`config.mk`:
```
export PLATFORM = sky130hd
export DESIGN_NAME = uvma_rvfi_retire_sched
export DESIGN_NICKNAME = d
export VERILOG_FILES = /design/src/rtl/uvma_rvfi_pkg.sv /design/src/rtl/uvma_rvfi_retire_fifo.sv /design/src/rtl/uvma_rvfi_retire_sched.sv
export SDC_FILE = /design/constraint.sdc
export NUM_CORES = 2
export LEC_CHECK = 0
export ABC_AREA = 0
export CAP_MARGIN = 10
export CORE_MARGIN = 1
export CORE_UTILIZATION = 45
export CTS_CLUSTER_DIAMETER = 100
export DETAILED_ROUTE_END_ITERATION = 8
export PLACE_DENSITY = 0.75
export SYNTH_ARGS = -nofsm -noshare
export SYNTH_HDL_FRONTEND = slang
export SYNTH_SLANG_ARGS = --single-unit
```
`constraint.sdc`:
```
create_clock -name clk -period 9.9 [get_ports clk]
set_clock_uncertainty 0.05 [all_clocks]
set_input_delay 2.475 -clock clk [delete_from_list [all_inputs] [get_ports clk]]
set_output_delay 2.475 -clock clk [all_outputs]
set_load 0.05 [all_outputs]
```
`src/rtl/uvma_rvfi_pkg.sv`:
```
// Shared RVFI agent definitions: order width and retirement-scheduler types.
package uvma_rvfi_pkg;

    localparam int ORDER_WL              = 64;
    localparam int RETIRE_SCHED_MAX_NRET = 4;

    typedef enum logic [1:0] {
        RUN,
        STALL,
        RESYNC
    } uvma_rvfi_retire_sched_state_t;

endpackage

```
`src/rtl/uvma_rvfi_retire_fifo.sv`:
```
// Single-clock FIFO with a combinational head, empty/full flags and occupancy count.
module uvma_rvfi_retire_fifo #(
    parameter int WIDTH = 8,
    parameter int DEPTH = 4
) (
    input  logic                     clk,
    input  logic                     reset_n,
    input  logic                     push,
    input  logic [WIDTH-1:0]         wdata,
    input  logic                     pop,
    output logic [WIDTH-1:0]         head,
    output logic                     empty,
    output logic                     full,
    output logic [$clog2(DEPTH):0]   count
);

    localparam int AW = $clog2(DEPTH);

    logic [WIDTH-1:0] mem [DEPTH];
    logic [AW-1:0]    wr_ptr;
    logic [AW-1:0]    rd_ptr;

    // Storage is not reset; only pointers and count define validity.
    always_ff @(posedge clk) begin
        if (push) begin
            mem[wr_ptr] <= wdata;
        end
    end

    always_ff @(posedge clk or negedge reset_n) begin
        if (!reset_n) begin
            wr_ptr <= '0;
            rd_ptr <= '0;
            count  <= '0;
        end else begin
            if (push) begin
                wr_ptr <= wr_ptr + 1'b1;
            end
            if (pop) begin
                rd_ptr <= rd_ptr + 1'b1;
            end
            case ({push, pop})
                2'b10:   count <= count + 1'b1;
                2'b01:   count <= count - 1'b1;
                default: count <= count;
            endcase
        end
    end

    assign head  = mem[rd_ptr];
    assign empty = (count == '0);
    assign full  = (count == (AW+1)'(DEPTH));

endmodule

```
`src/rtl/uvma_rvfi_retire_sched.sv`:
```
// Merges NRET RVFI retirement channels into one in-order stream keyed on rvfi_order,
// with stall timeout/resync on order gaps and duplicate detection.
module uvma_rvfi_retire_sched
    import uvma_rvfi_pkg::*;
#(
    parameter int NRET          = 2,
    parameter int PAYLOAD_WL    = 256,
    parameter int DEPTH         = 4,
    parameter int FIRST_ORDER   = 1,
    parameter int STALL_TIMEOUT = 64,
    localparam int CHAN_WL      = (NRET > 1) ? $clog2(NRET) : 1
) (
    input  logic                       clk,
    input  logic                       reset_n,
    input  logic [NRET-1:0]            in_valid,
    output logic [NRET-1:0]            in_ready,
    input  logic [NRET*ORDER_WL-1:0]   in_order,
    input  logic [NRET*PAYLOAD_WL-1:0] in_payload,
    output logic                       out_valid,
    input  logic                       out_ready,
    output logic [ORDER_WL-1:0]        out_order,
    output logic [PAYLOAD_WL-1:0]      out_payload,
    output logic [CHAN_WL-1:0]         out_chan,
    output logic                       gap_err,
    output logic                       dup_err,
    input  logic                       err_clr,
    output logic [ORDER_WL-1:0]        retired_cnt
);

    localparam int STALL_WL = $clog2(STALL_TIMEOUT) + 1;
    localparam int ENTRY_WL = ORDER_WL + PAYLOAD_WL;

    uvma_rvfi_retire_sched_state_t state, state_nxt;

    logic [STALL_WL-1:0]   stall_cnt, stall_nxt;
    logic [ORDER_WL-1:0]   expected;
    logic                  ready_en;

    logic [NRET-1:0]       fifo_empty, fifo_full, push, pop, hit, sel_oh;
    logic [ENTRY_WL-1:0]   head_entry   [NRET];
    logic [ORDER_WL-1:0]   head_order   [NRET];
    logic [PAYLOAD_WL-1:0] head_payload [NRET];
    logic [$clog2(DEPTH):0] fifo_count  [NRET];

    logic                  match, multi, any_data, load, gap_set, min_found;
    logic [ORDER_WL-1:0]   min_order;
    logic [CHAN_WL-1:0]    sel_idx;
    logic [PAYLOAD_WL-1:0] sel_payload;

    // in_ready stays low until the first clock after reset release.
    always_ff @(posedge clk or negedge reset_n) begin
        if (!reset_n) ready_en <= 1'b0;
        else          ready_en <= 1'b1;
    end

    assign in_ready = ready_en ? ~fifo_full : '0;
    assign push     = in_valid & in_ready;

    for (genvar g = 0; g < NRET; g++) begin : g_chan
        uvma_rvfi_retire_fifo #(
            .WIDTH (ENTRY_WL),
            .DEPTH (DEPTH)
        ) u_fifo (
            .clk     (clk),
            .reset_n (reset_n),
            .push    (push[g]),
            .wdata   ({in_order[g*ORDER_WL +: ORDER_WL], in_payload[g*PAYLOAD_WL +: PAYLOAD_WL]}),
            .pop     (pop[g]),
            .head    (head_entry[g]),
            .empty   (fifo_empty[g]),
            .full    (fifo_full[g]),
            .count   (fifo_count[g])
        );
        assign head_order[g]   = head_entry[g][ENTRY_WL-1 -: ORDER_WL];
        assign head_payload[g] = head_entry[g][PAYLOAD_WL-1:0];
    end

    always_comb begin
        hit         = '0;
        any_data    = 1'b0;
        min_found   = 1'b0;
        min_order   = expected;
        sel_idx     = '0;
        sel_payload = '0;
        for (int unsigned i = 0; i < NRET; i++) begin
            hit[i] = !fifo_empty[i] && (head_order[i] == expected);
            if (fifo_count[i] != '0) begin
                any_data = 1'b1;
                if (!min_found || (head_order[i] < min_order)) begin
                    min_order = head_order[i];
                    min_found = 1'b1;
                end
            end
        end
        // Lowest set bit of hit picks the winning channel.
        sel_oh = hit & (~hit + NRET'(1));
        multi  = |(hit & (hit - NRET'(1)));
        match  = |hit;
        for (int unsigned i = 0; i < NRET; i++) begin
            if (sel_oh[i]) begin
                sel_idx     = CHAN_WL'(i);
                sel_payload = head_payload[i];
            end
        end
        load = (!out_valid || out_ready) && match && (state != RESYNC);
        pop  = load ? sel_oh : '0;
    end

    always_comb begin
        state_nxt = state;
        stall_nxt = stall_cnt;
        gap_set   = 1'b0;
        case (state)
            RUN: begin
                if (!match && any_data) begin
                    state_nxt = STALL;
                    stall_nxt = STALL_WL'(1);
                end else begin
                    stall_nxt = '0;
                end
            end
            STALL: begin
                if (match || !any_data) begin
                    state_nxt = RUN;
                    stall_nxt = '0;
                end else if (stall_cnt == STALL_WL'(STALL_TIMEOUT - 1)) begin
                    state_nxt = RESYNC;
                    gap_set   = 1'b1;
                end else begin
                    stall_nxt = stall_cnt + 1'b1;
                end
            end
            RESYNC: begin
                state_nxt = RUN;
                stall_nxt = '0;
            end
            default: begin
                state_nxt = RUN;
                stall_nxt = '0;
            end
        endcase
    end

    always_ff @(posedge clk or negedge reset_n) begin
        if (!reset_n) begin
            state       <= RUN;
            stall_cnt   <= '0;
            expected    <= ORDER_WL'(FIRST_ORDER);
            out_valid   <= 1'b0;
            out_order   <= '0;
            out_payload <= '0;
            out_chan    <= '0;
            retired_cnt <= '0;
            gap_err     <= 1'b0;
            dup_err     <= 1'b0;
        end else begin
            state     <= state_nxt;
            stall_cnt <= stall_nxt;
            if (state == RESYNC) begin
                if (min_found) expected <= min_order;
            end else if (load) begin
                expected <= expected + 1'b1;
            end
            if (load) begin
                out_valid   <= 1'b1;
                out_order   <= expected;
                out_payload <= sel_payload;
                out_chan    <= sel_idx;
                retired_cnt <= retired_cnt + 1'b1;
            end else if (out_ready) begin
                out_valid <= 1'b0;
            end
            if (gap_set)      gap_err <= 1'b1;
            else if (err_clr) gap_err <= 1'b0;
            if (load && multi) dup_err <= 1'b1;
            else if (err_clr)  dup_err <= 1'b0;
        end
    end

endmodule

```
==> reports/qor.yml <==
status: "finished, violations left"
violations: "DRC"
tightest_slew_ns: 1.49
syn_nets: 7214
worst_ep_arrival_time_ns: 7.66
dr.first_iter.drc_count: 8507
cts_max_level: 5
nNetsFinal: 8291
vias: 69900
tritoncts: "done"
maxSlewHeadroom_pct: 0.568
clock_latency_ns: 0.90
fin_tns_setup_ns: 0
crit_required_ns: 10.63
worst_ir_drop_vdd_mv: 0.191
syn_to_final_growth_pct: 21.0
cts_buffers: 313
post_cts_resized: 0
clock.fmax_mhz: 144
coreArea_um2: 265000
syn_inst: 6490
ys_async_sr_fraction_pct: 15.7
synth_edf_count: 2560
path_max_fanout: 45
clk_pin_slew_ns: 0.06
synth_area_leaders: "edfxtp_1 (64%), mux4_2 (12%), dfrtp_1 (9.9%)"
die_area_um2: 269000
p_leak_nw: 48.2
grt_pass1_vias: 70100
drive_gt1_share_pct: 16.8
synth_ff_type: "edfxtp_1"
avgSynthCellArea_um2: 18.5
initial_core_util_pct: 45.2
antenna_found_initial: 173
ctsLongestPathBuffers: 4
slew_violations: 0
root_buffer: "clkbuf_16"
pre_cts_slack_ns: 3.06
grt.met2_usage_pct: 42.5
hold_viol: 0
grtUsageMet1_pct: 34.6
ios: 1036
dp_hpwl_um: 241000
drcViolationCount: 216
fin_ws_ns: 2.97
post-cts-setup-buffers: 0
hold_buffers: 0
yosys.area.top_type: "edfxtp_1"
cp-start-kind: "register"
grt_use_total_pct: 27.3
hold_path.class: "reg -> reg"
cap_viol_max_count: 0
yosysSeqAreaShare_pct: 74.0
grt_first_pass_wirelength_um: 524000
netlist_area_um2: 120000
grt_overflow: 0
finalSetupViolCount: 0
grt_max_degree: 140
ys_seq_elements: 3036
layout_commonest_cell: "edfxtp_1"
met3_usage_pct: 7.88
synth.top_cell.area_share_pct: 64.1
die_w_um: 518
synth_cell_type_count: 100
period_share_pct: 70.0
rsz0062_at_grt: "false"
wl_per_cell_um: 32.6
viasPerCell: 6.10
die_h_um: 518
yosys_warnings: 0
first_pass_iters: 9
wl_um: 374000
top_usage_layer: "met2"
p_per_area_nw_per_um2: 208
numPortBuffers: 1035
gp_congestion: 0.997
layout_common_cells: "edfxtp_1 (2,560), clkdlybuf4s50_1 (1,034), mux4_2 (625)"
rows: 189
n_fill_cell: 19900
postRouteAntennaNets: 0
fin_crit_ns: 6.93
endpoint_kind: "register"
critical_path_class: "reg -> reg"
cts.sinks: 3036
-- cell families after synthesis --
logic type,synth area share [%]
flip-flops,74.0
AND/OR/NAND/NOR,4.03
AO/OA/AOI/OAI,5.18
multiplexers,13.0
buffers and inverters,1.60
XOR/XNOR,1.29
adder cells (fa/ha/maj),0.826
other,0.00313
-- stage by stage --
stage	utilization, %	hold WS [ns]	cell area, µm²	std cells	power, mW
2_1_floorplan	-	0.414	120000	6490	17.3
5_1_grt	54.7	0.456	145000	11400	30.9
3_5_place_dp	50.7	0.407	134000	10800	18.6
3_3_place_gp	50.7	0.402	134000	10800	18.5
4_1_cts	54.6	0.420	145000	11400	30.2
6_report	54.7	0.419	145000	11500	30.1
-- state kept, by name, indices dropped and copies added, names as in the netlist, 6 cells and up --
name	cells
g_chan.u_fifo.mem	2560
retired_cnt	64
expected	64
out_payload	256
g_chan.u_fifo.count	6
stall_cnt	7
out_order	64
-- layer usage --
metal	vias to the layer above	wire [µm]
li1	28400	-
met1	36400	137000
met2	4064	175000
met3	903	39300
met4	124	21200
met5	-	805
-- where the power goes --
group / total [mW] / internal (mW) / switching [mW]
Combinational: 3.00 / 0.990 / 2.01
Clock: 11.7 / 6.64 / 5.10
Sequential: 15.4 / 15.1 / 0.263
Total: 30.1 / 22.7 / 7.37
-- cell usage after synthesis, types with 9 or more instances --
master,number
edfxtp_1,2560
mux4_2,625
nand2_1,544
dfrtp_1,475
o21ai_0,310
clkbuf_1,302
a22oi_1,266
mux2i_1,123
nor2_1,107
xnor2_1,105
nand4_1,81
ha_1,76
o21ai_1,71
a21oi_1,62
xor2_1,62
nor3_1,60
buf_2,58
nand3_1,56
o211ai_1,56
inv_1,50
and3_1,33
a211oi_1,29
or3_1,29
mux2_2,25
buf_1,21
nand2b_1,20
nor4_1,16
and4_1,15
and2_1,14
buf_4,13
o2111ai_1,13
o22ai_1,11
nor2b_1,10
a31oi_1,9
o311ai_0,9
-- final timing paths --
path	cells past startpoint	start	to	slack [ns]
max in group asynchronous	3	reset_n	out_payload[31]	5.98
setup / recovery	14	g_chan[0].u_fifo.rd_ptr[0]	expected[31]	2.97
min in group asynchronous	1	reset_n	out_payload[119]	1.47
setup reg to reg	14	g_chan[0].u_fifo.rd_ptr[0]	expected[31]	2.97
hold reg to reg	2	out_order[43]	out_order[43]	0.42
hold / removal	2	out_order[43]	out_order[43]	0.42
-- worst max-delay path, stage by stage (launching register included) --
cell      delay [ns]
dfrtp_4         0.77
buf_4           0.65
mux4_2          0.62
mux2i_1         0.61
ha_1            0.29
nand4_1         0.16
nor4_1          0.56
nand3_1         0.31
nor4_1          0.38
o31ai_1         0.18
a41oi_4         0.51
or2_2           0.82
buf_4           0.39
a211oi_1        0.12
a211o_1         0.30
-- area by class of cell --
cell class                 count  area, µm²  share of cell area [%]
antenna                       98        245                   0.169
clock buffer                 429       8630                    5.95
clock inverter               152       1750                    1.21
inverter                      50        188                   0.129
multi-input combinational   3000      29400                    20.2
sequential                  3036      88800                    61.2
tap                         3533       4420                    3.05
timing repair buffer        1166      11700                    8.05
(Power assumes the default switching activity.)
